===== src/rtl/syn_current_accum.sv =====
// Synaptic current accumulator feeding the LIF neuron's syn_i input.
// Sums weighted presynaptic spikes into a saturating current with periodic shift-based decay.
module syn_current_accum #(
  parameter int unsigned N_IN        = 4,
  parameter int unsigned W_W         = 8,
  parameter int unsigned OUT_W       = 10,
  parameter int unsigned DECAY_SHIFT = 3
) (
  input  logic                      clk_in,
  input  logic                      reset,
  input  logic [N_IN-1:0]           pre_spike,
  input  logic                      wt_we,
  input  logic [$clog2(N_IN)-1:0]   wt_addr,
  input  logic [W_W-1:0]            wt_data,
  input  logic [8:0]                decay_rate,
  output logic [OUT_W-1:0]          syn_o,
  output logic                      sat_flag
);

  localparam int unsigned AW    = $clog2(N_IN);
  localparam int unsigned CNT_W = 9;
  localparam int unsigned SUM_W = W_W + AW;
  localparam int unsigned NXT_W = ((SUM_W > OUT_W) ? SUM_W : OUT_W) + 1;
  localparam logic [OUT_W-1:0] ACC_MAX = '1;

  logic [W_W-1:0]   weight [N_IN];
  logic [CNT_W-1:0] cnt;

  logic             tick_c;
  logic [OUT_W-1:0] shifted_c;
  logic [OUT_W-1:0] dec_c;
  logic [SUM_W-1:0] sum_c;
  logic [NXT_W-1:0] nxt_c;

  // Weight table: a write lands at the edge, so a same-cycle spike still sees the old value.
  always_ff @(posedge clk_in) begin
    if (reset) begin
      for (int i = 0; i < N_IN; i++) begin
        weight[i] <= '0;
      end
    end else if (wt_we) begin
      weight[wt_addr] <= wt_data;
    end
  end

  // Free-running decay timer; a lowered period below the current count wraps through max.
  always_ff @(posedge clk_in) begin
    if (reset) begin
      cnt <= '0;
    end else if (tick_c) begin
      cnt <= '0;
    end else begin
      cnt <= cnt + 1'b1;
    end
  end

  assign tick_c = (cnt == decay_rate);

  // Decrement with a floor of one so a small nonzero current always drains to zero.
  always_comb begin
    shifted_c = syn_o >> DECAY_SHIFT;
    dec_c     = '0;
    if (tick_c) begin
      if ((syn_o != '0) && (shifted_c == '0)) begin
        dec_c = OUT_W'(1);
      end else begin
        dec_c = shifted_c;
      end
    end
  end

  // Sum every active input; width covers all weights at max without wrap.
  always_comb begin
    sum_c = '0;
    for (int i = 0; i < N_IN; i++) begin
      if (pre_spike[i]) begin
        sum_c = sum_c + SUM_W'(weight[i]);
      end
    end
  end

  assign nxt_c = NXT_W'(syn_o - dec_c) + NXT_W'(sum_c);

  // Accumulator doubles as the output register; clamp only at the top.
  always_ff @(posedge clk_in) begin
    if (reset) begin
      syn_o    <= '0;
      sat_flag <= 1'b0;
    end else if (nxt_c > NXT_W'(ACC_MAX)) begin
      syn_o    <= ACC_MAX;
      sat_flag <= 1'b1;
    end else begin
      syn_o    <= OUT_W'(nxt_c);
      sat_flag <= 1'b0;
    end
  end

endmodule

===== config.mk =====
export PLATFORM = sky130hd
export DESIGN_NAME = syn_current_accum
export DESIGN_NICKNAME = d
export VERILOG_FILES = /design/src/rtl/syn_current_accum.sv
export SDC_FILE = /design/constraint.sdc
export NUM_CORES = 1
export LEC_CHECK = 0
export ABC_AREA = 1
export BUFFER_PORTS_ARGS = -buffer_cell sky130_fd_sc_hd__buf_2
export CAP_MARGIN = 0
export CORE_UTILIZATION = 38
export DETAILED_ROUTE_END_ITERATION = 6
export SYNTH_ARGS = -nofsm -noshare
export SYNTH_HDL_FRONTEND = slang
export SYNTH_SLANG_ARGS = --single-unit

===== constraint.sdc =====
create_clock -name clk_in -period 8.25 [get_ports clk_in]
set_input_delay 1.65 -clock clk_in [delete_from_list [all_inputs] [get_ports clk_in]]
set_output_delay 1.65 -clock clk_in [all_outputs]
set_load 0.02 [all_outputs]

Word-level counts from Yosys, hierarchy flattened
Memories as Yosys holds them, arrays and structs flattened.
Cells that the tools add are included.
{"block": "classes", "addsub": 6, "magnitude_cmp": 1, "eq_ne": 1, "muxes": 16, "reduce_logical": 5}
{"cell": "$mux 10", "count": 4}
{"cell": "$add 10x8->10", "count": 3}
{"cell": "$mux 8", "count": 2}
{"cell": "$mux 7", "count": 2}
{"cell": "$add 11x10->11", "count": 1}
{"cell": "$gt 11x10->1 const B", "count": 1}
{"cell": "$sub 10x10->11", "count": 1}
{"cell": "$logic_not 10->1", "count": 1}
{"cell": "$reduce_bool 10->1", "count": 1}
{"cell": "$add 9x1->9 const B", "count": 1}
{"cell": "$eq 9x9->1", "count": 1}
{"cell": "$reduce_or 8->1", "count": 1}
{"cell": "$mux 1", "count": 7}
{"cell": "$mux 2", "count": 1}
{"cell": "$reduce_or 2->1", "count": 1}
{"cell": "$logic_and 1x1->1", "count": 1}
{"block": "word_totals", "register_bits": 20, "ram_bits": 32, "inputBits": 26, "n_memories": 1}
{"memory": "weight", "words": 4, "word_bits": 8, "rd": 4, "rd_ports_with_merged_regs": 0, "wr": 4, "line_no": "26", "text": "logic [W_W-1:0] weight [N_IN];"}

Depth between registers and ports, before layout
Gate-level depths: netlist of the first run.
An unclocked memory read counts as a cell.
{"block": "depth", "depth_word": 11, "depth_mapped": 44, "ltp_nobuf": 43}

Least setup slack after synthesis of the first run
Ideal clock, no wire load.
{"block": "synth_timing", "path_type": "input to register", "startpoint": "input port pre_spike[0]", "endpoint": "register syn_o[4]", "setup_time_ns": 0.119, "arrival_ns": 6.454, "t_required_ns": 8.131, "setup_slack_ns": 1.677, "path_stages": 41, "cell_sequence": "buf_2 > nand2_1 > inv_1 > ha_1 > inv_1 > fa_1 > inv_1 > nand2_1 > nand3_1 > nand2_1 > xor2_1 > o21ai_1 > inv_1 > ha_1 > nand2_1 > clkinv_1 > nand3_1 > o21ai_1 > (+5 left out) > a21oi_1 > nor2_1 > nand2_1 > nand2_1 > a21oi_1 > nand3_1 > nand2_1 > inv_1 > ha_1 > inv_1 > ha_1 > a21o_1 > a31oi_4 > nand3_2 > nor2_1 > nor2_4 > inv_6 > o21ai_2"}
{"block": "synth_via", "elab_chain_cells": 10}
{"element": "start, declared", "line_no": "11", "text": "input logic [N_IN-1:0] pre_spike,"}
{"element": "$mux 8 *", "line_no": "76", "text": "if (pre_spike[i]) begin"}
{"element": "$add 10x8->10", "line_no": "77", "text": "sum_c = sum_c + SUM_W'(weight[i]);"}
{"element": "$mux 10 *", "line_no": "76"}
{"element": "$add 10x8->10", "line_no": "77"}
{"element": "$mux 10 *", "line_no": "76"}
{"element": "$add 10x8->10", "line_no": "77"}
{"element": "$mux 10 *", "line_no": "76"}
{"element": "$add 11x10->11 *", "line_no": "82", "text": "assign nxt_c = NXT_W'(syn_o - dec_c) + NXT_W'(sum_c);"}
{"element": "$gt 11x10->1", "line_no": "89", "text": "end else if (nxt_c > NXT_W'(ACC_MAX)) begin"}
{"element": "$mux 10 *", "line_no": "89"}
{"element": "end signal, assigned", "line_no": "93", "text": "syn_o <= OUT_W'(nxt_c);"}
{"element": "end, declared", "line_no": "16", "text": "output logic [OUT_W-1:0] syn_o,"}
Mark *: on every way between the ends. The rest lies on a longest branch, timed or not.
A chain may end at the register's enable or synchronous reset.

Final worst setup path of the first run
{"block": "layout_timing", "startpoint": "input port pre_spike[0]", "endpoint": "register syn_o[9]"}
The elaborated chain is that of the path after synthesis.

==> impl_metrics.tcl, run 1 <==
set metrics [dict create \
    finalMaxSlewViolations 0 \
    period_share_pct 84.3 \
    ant_nets 0 \
    fillers 1081 \
    synth_flop_cell "edfxtp_1" \
    syn-num-nets 625 \
    endpoint_kind "flop" \
    antenna_cells 0 \
    cts_buffers 5 \
    peakVddDrop_uv 228 \
    dp_slack_ns 0.955 \
    critPathKind "in2reg" \
    cp_data_required_time_ns 8.45 \
    drtPass1Iterations 4 \
    place_congestion 0.888 \
    grt_start_max_net_pins 19 \
    yosys-top-cells-count "nand2_1, inv_1, nor2_1, ha_1, nand3_1" \
    grt_pass1_vias 3507 \
    synth.distinct_cells 39 \
    netlist_instances 551 \
    clock_latency_ns 0.31 \
    avgSynthCellArea_um2 7.64 \
    vias 3555 \
    crit_fanout 12 \
    arrival_ns 7.16 \
    placementRows 38 \
    tightest_slew_ns 1.27 \
    drt_wl_total_mm 9.41 \
    ys_top_cells_by_area "edfxtp_1, ha_1, nand2_1" \
    drive_gt1_share_pct 12.6 \
    core_area_mm2 0.0108 \
    post_cts_resized 0 \
    cts_tree "yes" \
    die_h_um 107 \
    synth_top_area_cell "edfxtp_1" \
    synth_area_mm2 0.00421 \
    cts_root_buf "clkbuf_8" \
    power_density_mw_per_mm2 300 \
    async_reset_ff_share_pct 0 \
    die-area_mm2 0.0115 \
    antenna_found_initial 0 \
    seq_area_frac_synth_pct 32.3 \
    drv_cap 0 \
    area_growth_pct 9.93 \
    synthMostInstantiatedCell "nand2_1" \
    worst_path_max_delay_cell "fa_1" \
    synth_top_cell_area_share_pct 22.8 \
    holdWs_ns 0.497 \
    setup_viol 0 \
    drc 0 \
    grt_usage_pct 17.7 \
    startpoint "pre_spike[0]" \
    slowest_delay_ns 0.40 \
    power.leakage_nw 2.27 \
    ys_ff_latch 52 \
    dp.cells 720 \
    holdCritStartpoint "cnt[0]$_SDFF_PP0_" \
    io_pins 37 \
    vias_per_cell 4.88 \
    clock-sinks 52 \
    overflow 0 \
    crit_path_start_kind "input pin" \
    clock_path_buffers 2 \
    relSlewSlack_pct 14.4 \
    clk_pin_slew_ns 0.10 \
    grt_pass1_wl_mm 16.2 \
    hold_buffers 0 \
    wl_per_cell_um 12.9 \
    start_util_pct 39.0 \
    max_freq_mhz 144 \
    hold_class "reg2reg" \
    rsz0062_at_grt "no" \
    clock_skew_ns 0.0121 \
    first_iter_violations 174 \
    htreeDepth 2 \
    die_x_um 107 \
    final_hold_viol_count 0 \
    synth_edf_count 32 \
    io_buffer_count 36 \
    finalCriticalPeriod_ns 6.96 \
    outcome "finished, final reports clean" \
    fin_tns_setup_ns 0 \
    crit_top_cell "nand2_1" \
    fin_ws_ns 1.29 \
    cts_setup_buffers 0 \
    fin_cells 728 \
    yosysWarnings 0 \
    r2r-start "weight[0][0]$_SDFFCE_PN0P_" \
    fin_nets 661 \
    hpwl_mm 7.86 \
]
[worst max-delay path, delay by kind of cell]
kind | cells | cell delay, ns
AOI/OAI and AO/OA | 7 | 1.13
buffers and inverters | 9 | 0.75
and+or+nand+nor | 17 | 1.48
xor gates and xnor gates | 2 | 0.23
adders and majority gates | 6 | 1.91
[through the flow]
| stage | total power, mW | instance area, µm² | util, % |
|---|---|---|---|
| after global routing | 1.53 | 4630 | 42.9 |
| after CTS | 1.39 | 4630 | 42.9 |
| final | 1.39 | 4630 | 42.9 |
| after detailed placement | 1.23 | 4530 | 42.0 |
| after global placement | 1.23 | 4530 | 42.0 |
| after floorplan | 1.04 | 4210 | - |
[path summary, 6_finish.rpt]
| kind | end | cells past startpoint | slack (ns) |
|---|---|---|---|
| setup / recovery | syn_o[9]$_SDFF_PP0_ | 41 | 1.29 |
| hold / removal | cnt[0]$_SDFF_PP0_ | 1 | 0.50 |
| setup reg to reg | syn_o[9]$_SDFF_PP0_ | 40 | 2.51 |
| hold reg to reg | cnt[0]$_SDFF_PP0_ | 1 | 0.50 |
[layout by cell type (no fill, tap or decap), drive strengths merged, types with 5 or more instances in the layout]
cell	n
a21oi	29
buf	36
clkbuf	5
dfxtp	20
edfxtp	32
fa	10
ha	38
inv	89
nand2	131
nand3	39
nand4	5
nor2	54
nor3	12
o21ai	28
xnor2	6
xor2	23
[report_power, final]
part	internal [mW]	switching, mW	leakage [nW]
registers	0.324	0.0457	0.478
logic	0.333	0.531	1.75
clock network	0.0619	0.0911	0.0423
total	0.719	0.668	2.27
[cell families after synthesis]
group,count (synthesis),share of synthesized area (%)
AO/OA/AOI/OAI,70,10.3
XOR/XNOR,29,6.03
adder cells (fa/ha/maj),48,16.1
buffers and inverters,98,9.01
flip-flops,52,32.3
AND/OR/NAND/NOR,254,26.3
[registers in the layout, indices dropped and copies added, names as in the netlist]
register,count
cnt,9
weight,32
sat_flag,1
syn_o,10
[metal layers]
layer | vias to the layer above | global-route usage, % | share of wire, %
met4 | 0 | 4.89 | 1.4
met1 | 1631 | 24.6 | 52
met2 | 55 | 29.1 | 44
met5 | - | 0 | 0
met3 | 12 | 1.95 | 2.5
li1 | 1857 | - | -
[final cells by class]
cell class              count  area (µm²)  share of cell area [%]
multi-input cells         401        2470                    53.4
flip-flops and latches     52        1360                    29.4
inverters                  91         347                    7.49
repair buffers             36         180                    3.89
well taps                 140         175                    3.79
clock buffers               5        68.8                    1.49
clock inverters             3        26.3                   0.568
Power figures use the tool's default switching activity.
==> inputs of run 2 (changes only) <==
==> constraint.sdc (replaced) <==
create_clock -name clk_in -period 6.9 [get_ports clk_in]
set_input_delay 1.38 -clock clk_in [delete_from_list [all_inputs] [get_ports clk_in]]
set_output_delay 1.38 -clock clk_in [all_outputs]
set_load 0.02 [all_outputs]
==> impl_metrics.tcl, run 2 (same netlist as run 1, synthesis figures left out) <==
set metrics [dict create \
    outcome "finished, final reports clean" \
    cts_buffers 5 \
    fin_nets 662 \
    setup_viol 0 \
    mostFrequentLayoutCells "nand2_1, inv_1, nor2_1, nand3_1" \
    antenna_cells 0 \
    clock_skew_ns 0.0192 \
    cts_tree "yes" \
    relSlewSlack_pct 23.8 \
    power.total_mw 1.68 \
    endpoint_kind "flop" \
    die_h_um 107 \
    tightest_slew_ns 1.13 \
    reg2regPathDepth 30 \
    io_buffer_count 36 \
    fin_tns_setup_ns 0 \
    power_density_mw_per_mm2 360 \
    crit_top_cell "nand2_1" \
    finalCriticalPeriod_ns 6.41 \
    vias 3536 \
    io_pins 37 \
    rsz0062_at_grt "no" \
    clock_path_buffers 2 \
    startpoint "pre_spike[0]" \
    cp_top_family "adder cells" \
    antenna_found_initial 0 \
    p_sw_mw 0.809 \
    die-area_mm2 0.0115 \
    whs_path_depth 1 \
    hold_class "reg2reg" \
    first_iter_violations 150 \
    post_dp_cell_area_mm2 0.00454 \
    p_seq_share_pct 26.2 \
    drtPass1Iterations 4 \
    critPathKind "in2reg" \
    vias_per_cell 4.85 \
    core_area_mm2 0.0108 \
    clock_latency_ns 0.32 \
    sw_frac_of_total_pct 48.2 \
    crit_end "syn_o[9]$_SDFF_PP0_" \
    area_growth_pct 10.7 \
    overflow 0 \
    r2r-start "weight[0][0]$_SDFFCE_PN0P_" \
    final_hold_viol_count 0 \
    finalMaxSlewViolations 0 \
    clk_pin_slew_ns 0.10 \
    clkPwrFrac_pct 11.0 \
    drive_gt1_share_pct 13.6 \
    fin_area_mm2 0.00466 \
    final_common_cell "nand2_1" \
    holdWs_ns 0.495 \
    largest_reg_flops 32 \
    grt_usage_pct 18.3 \
    regMostFlops "weight" \
    worst-path-buf-inv 4 \
    crit_path_start_kind "input pin" \
    fillers 1099 \
    hold_buffers 0 \
    grt_pass1_vias 3591 \
    cts_root_buf "clkbuf_8" \
    die_x_um 107 \
    htreeDepth 2 \
    crit_fanout 12 \
    cp_data_required_time_ns 7.10 \
    rrSetupSlack_ns 1.39 \
    drv_cap 0 \
    max_freq_mhz 156 \
    path_depth 31 \
    largest_registers "weight x32, syn_o x10, cnt x9" \
    ant_nets 0 \
    placementRows 38 \
    grt_pass1_wl_mm 16.7 \
    reg2reg_to "syn_o[9]$_SDFF_PP0_" \
    period_share_pct 92.9 \
    hpwl_mm 7.94 \
    power_frac_comb_pct 62.8 \
    arrival_ns 6.61 \
    wl_per_cell_um 13.2 \
    peakVddDrop_uv 304 \
    start_util_pct 39.0 \
    worst_path_max_delay_cell "fa_1" \
    grt_start_max_net_pins 19 \
    drc 0 \
    clock-sinks 52 \
    power.leakage_nw 2.28 \
    intPower_mw 0.869 \
    drt_wl_total_mm 9.64 \
    slowest_delay_ns 0.50 \
    place_congestion 0.871 \
]
==> run 2: timing repair <==
action	4_1_cts	5_1_grt
resized for setup	0	6
setup buffers	0	0
endpoints found under the setup margin	0	11
==> run 2: per-layer routing <==
metal / vias up / track usage, % / share of wire, % / wire length, µm
met5: - / 0 / 0 / 0
met4: 0 / 4.60 / 1.3 / 123
met3: 10 / 2.25 / 3.3 / 316
met2: 64 / 30.4 / 45 / 4350
met1: 1599 / 25.2 / 50 / 4840
li1: 1863 / - / - / -
==> run 2: cell type report <==
cell class	count	area [µm²]	area share, %
well taps	140	175	3.76
multi-input cells	401	2490	53.5
clock inverters	3	25.0	0.537
inverters	91	347	7.44
repair buffers	37	190	4.08
flip-flops and latches	52	1360	29.2
clock buffers	5	68.8	1.48
==> run 2: worst register-to-register path, delay by kind of cell, from the launching register on <==
family                   cells  cell delay, ns
buffers and inverters        3            0.17
AND/OR/NAND/NOR             10            0.94
AO/OA/AOI/OAI                7            1.08
adder cells (fa/ha/maj)      6            2.13
XOR/XNOR                     4            0.75
flip-flops                   1            0.36
==> run 2: worst min path at each step <==
stage / from / end
3_5_place_dp: cnt[0]$_SDFF_PP0_ / cnt[0]$_SDFF_PP0_
4_1_cts: cnt[0]$_SDFF_PP0_ / cnt[0]$_SDFF_PP0_
6_report: cnt[0]$_SDFF_PP0_ / cnt[0]$_SDFF_PP0_
3_3_place_gp: cnt[0]$_SDFF_PP0_ / cnt[0]$_SDFF_PP0_
5_1_grt: cnt[0]$_SDFF_PP0_ / cnt[0]$_SDFF_PP0_
2_1_floorplan: cnt[0]$_SDFF_PP0_ / cnt[0]$_SDFF_PP0_
==> run 2: per-stage QoR <==
step | std cells | setup slack (ns) | utilization (%)
4_1_cts | 729 | 0.362 | 42.9
2_1_floorplan | 551 | 0.597 | -
5_1_grt | 729 | 0.0308 | 43.2
6_report | 729 | 0.490 | 43.2
3_5_place_dp | 721 | 0.0488 | 42.1
3_3_place_gp | 721 | 0.155 | 42.1
==> run 2: power groups by stage <==
| stage | combinational (mW) | clock [mW] | sequential [mW] |
|---|---|---|---|
| after global placement | 1.03 | 0 | 0.447 |
| after global routing | 1.20 | 0.200 | 0.445 |
| after floorplan | 0.779 | 0 | 0.468 |
| final | 1.05 | 0.185 | 0.439 |
| after CTS | 1.04 | 0.189 | 0.439 |
| after detailed placement | 1.03 | 0 | 0.447 |
==> inputs of run 3 (changes only) <==
--- a/config.mk
+++ b/config.mk
@@ -6,7 +6,7 @@
 export NUM_CORES = 1
 export LEC_CHECK = 0
 export ABC_AREA = 1
-export BUFFER_PORTS_ARGS = -buffer_cell sky130_fd_sc_hd__buf_2
+export BUFFER_PORTS_ARGS = -buffer_cell sky130_fd_sc_hd__buf_4
 export CAP_MARGIN = 0
 export CORE_UTILIZATION = 38
 export DETAILED_ROUTE_END_ITERATION = 6
==> impl_metrics.tcl, run 3 (same netlist as run 1, synthesis figures left out) <==
set metrics [dict create \
    outcome "finished, final reports clean" \
    area_growth_pct 13.0 \
    post_cts_resized 0 \
    vias 3618 \
    startpoint "pre_spike[0]" \
    rsz0062_at_grt "no" \
    clock_path_buffers 2 \
    grt_usage_pct 17.9 \
    clock-sinks 52 \
    overflow 0 \
    die_h_um 107 \
    period_share_pct 92.3 \
    finalMaxSlewViolations 0 \
    drv_cap 0 \
    mostFrequentLayoutCells "nand2_1, inv_1, nor2_1, nand3_1, buf_4" \
    peakVddDrop_uv 329 \
    cts_root_buf "clkbuf_8" \
    clkPwrFrac_pct 11.0 \
    grt_pass1_wl_mm 16.2 \
    clock_skew_ns 0.0111 \
    intPower_mw 0.890 \
    first_iter_violations 149 \
    fin_area_mm2 0.00476 \
    finalCriticalPeriod_ns 6.37 \
    vias_per_cell 4.96 \
    hold_class "reg2reg" \
    final_common_cell "nand2_1" \
    post_dp_cell_area_mm2 0.00463 \
    critPathKind "in2reg" \
    rrSetupSlack_ns 1.41 \
    io_pins 37 \
    largest_reg_flops 32 \
    slowest_delay_ns 0.48 \
    sw_frac_of_total_pct 47.8 \
    place_congestion 0.865 \
    power.leakage_nw 2.31 \
    fin_ws_ns 0.530 \
    die_x_um 107 \
    regMostFlops "weight" \
    drc 0 \
    placementRows 38 \
    endpoint_kind "flop" \
    power.total_mw 1.71 \
    whs_path_depth 1 \
    cts_buffers 5 \
    reg2regPathDepth 29 \
    crit_top_cell "nand2_1" \
    r2r-start "weight[0][0]$_SDFFCE_PN0P_" \
    final_hold_viol_count 0 \
    relSlewSlack_pct 16.4 \
    holdWs_ns 0.481 \
    htreeDepth 2 \
    p_sw_mw 0.815 \
    worst_path_max_delay_cell "fa_1" \
    largest_registers "weight x32, syn_o x10, cnt x9" \
    power_frac_comb_pct 63.2 \
    crit_fanout 12 \
    hold_buffers 0 \
    regArea_mm2 0.00136 \
    p_seq_share_pct 25.9 \
    tightest_slew_ns 1.24 \
    antenna_cells 0 \
    clk_pin_slew_ns 0.10 \
    power_density_mw_per_mm2 358 \
    io_buffer_count 36 \
    hpwl_mm 7.83 \
    cts_tree "yes" \
    die-area_mm2 0.0115 \
    multiInputGateArea_mm2 0.00250 \
    cts_setup_buffers 0 \
    drtPass1Iterations 5 \
    drt_wl_total_mm 9.56 \
    arrival_ns 6.57 \
    crit_end "syn_o[8]$_SDFF_PP0_" \
    grt_start_max_net_pins 19 \
    max_freq_mhz 157 \
    crit_path_start_kind "input pin" \
    start_util_pct 39.0 \
    antenna_found_initial 0 \
    fillers 1066 \
    wl_per_cell_um 13.1 \
    cp_data_required_time_ns 7.10 \
    clock_latency_ns 0.32 \
    fin_tns_setup_ns 0 \
    setup_viol 0 \
    ant_nets 0 \
    drive_gt1_share_pct 13.6 \
    dp_slack_ns 0.0829 \
    reg2reg_to "syn_o[8]$_SDFF_PP0_" \
    fin_nets 662 \
    grt_pass1_vias 3483 \
    core_area_mm2 0.0108 \
]
## run 3: critical path: cells and delay by family
kind | cells | cell delay [ns]
buffers and inverters | 5 | 0.42
and+or+nand+nor | 15 | 1.34
adders and majority gates | 6 | 2.10
xor gates and xnor gates | 3 | 0.50
AOI/OAI and AO/OA | 5 | 0.83
## run 3: area by class of cell
| class | count | area share [%] |
|---|---|---|
| Inverter | 91 | 7.29 |
| Tap cell | 140 | 3.68 |
| Clock inverter | 3 | 0.526 |
| Multi-Input combinational cell | 401 | 52.6 |
| Clock buffer | 5 | 1.45 |
| Timing Repair Buffer | 37 | 5.84 |
| Sequential cell | 52 | 28.6 |
## run 3: worst min-delay path by stage
stage                                   end              start
final                     cnt[0]$_SDFF_PP0_  cnt[0]$_SDFF_PP0_
after global routing      cnt[0]$_SDFF_PP0_  cnt[0]$_SDFF_PP0_
after CTS                 cnt[0]$_SDFF_PP0_  cnt[0]$_SDFF_PP0_
after detailed placement  cnt[0]$_SDFF_PP0_  cnt[0]$_SDFF_PP0_
after global placement    cnt[0]$_SDFF_PP0_  cnt[0]$_SDFF_PP0_
after floorplan           cnt[0]$_SDFF_PP0_  cnt[0]$_SDFF_PP0_
## run 3: metal layers
layer / wire, µm / global-route usage (%)
met5: 0 / 0
met4: 104 / 4.60
met3: 343 / 1.95
met2: 4350 / 29.5
met1: 4760 / 24.8
## run 3: metrics by stage
stage	cells	utilization [%]
2_1_floorplan	551	-
3_3_place_gp	721	42.9
3_5_place_dp	721	42.9
4_1_cts	729	43.8
5_1_grt	729	44.1
6_report	729	44.1
## run 3: power by group through the flow
stage / Sequential [mW] / Combinational [mW] / Clock (mW)
global route: 0.449 / 1.23 / 0.202
global placement: 0.449 / 1.05 / 0
CTS: 0.441 / 1.07 / 0.191
floorplan: 0.468 / 0.779 / 0
detailed placement: 0.449 / 1.05 / 0
finish: 0.441 / 1.08 / 0.187
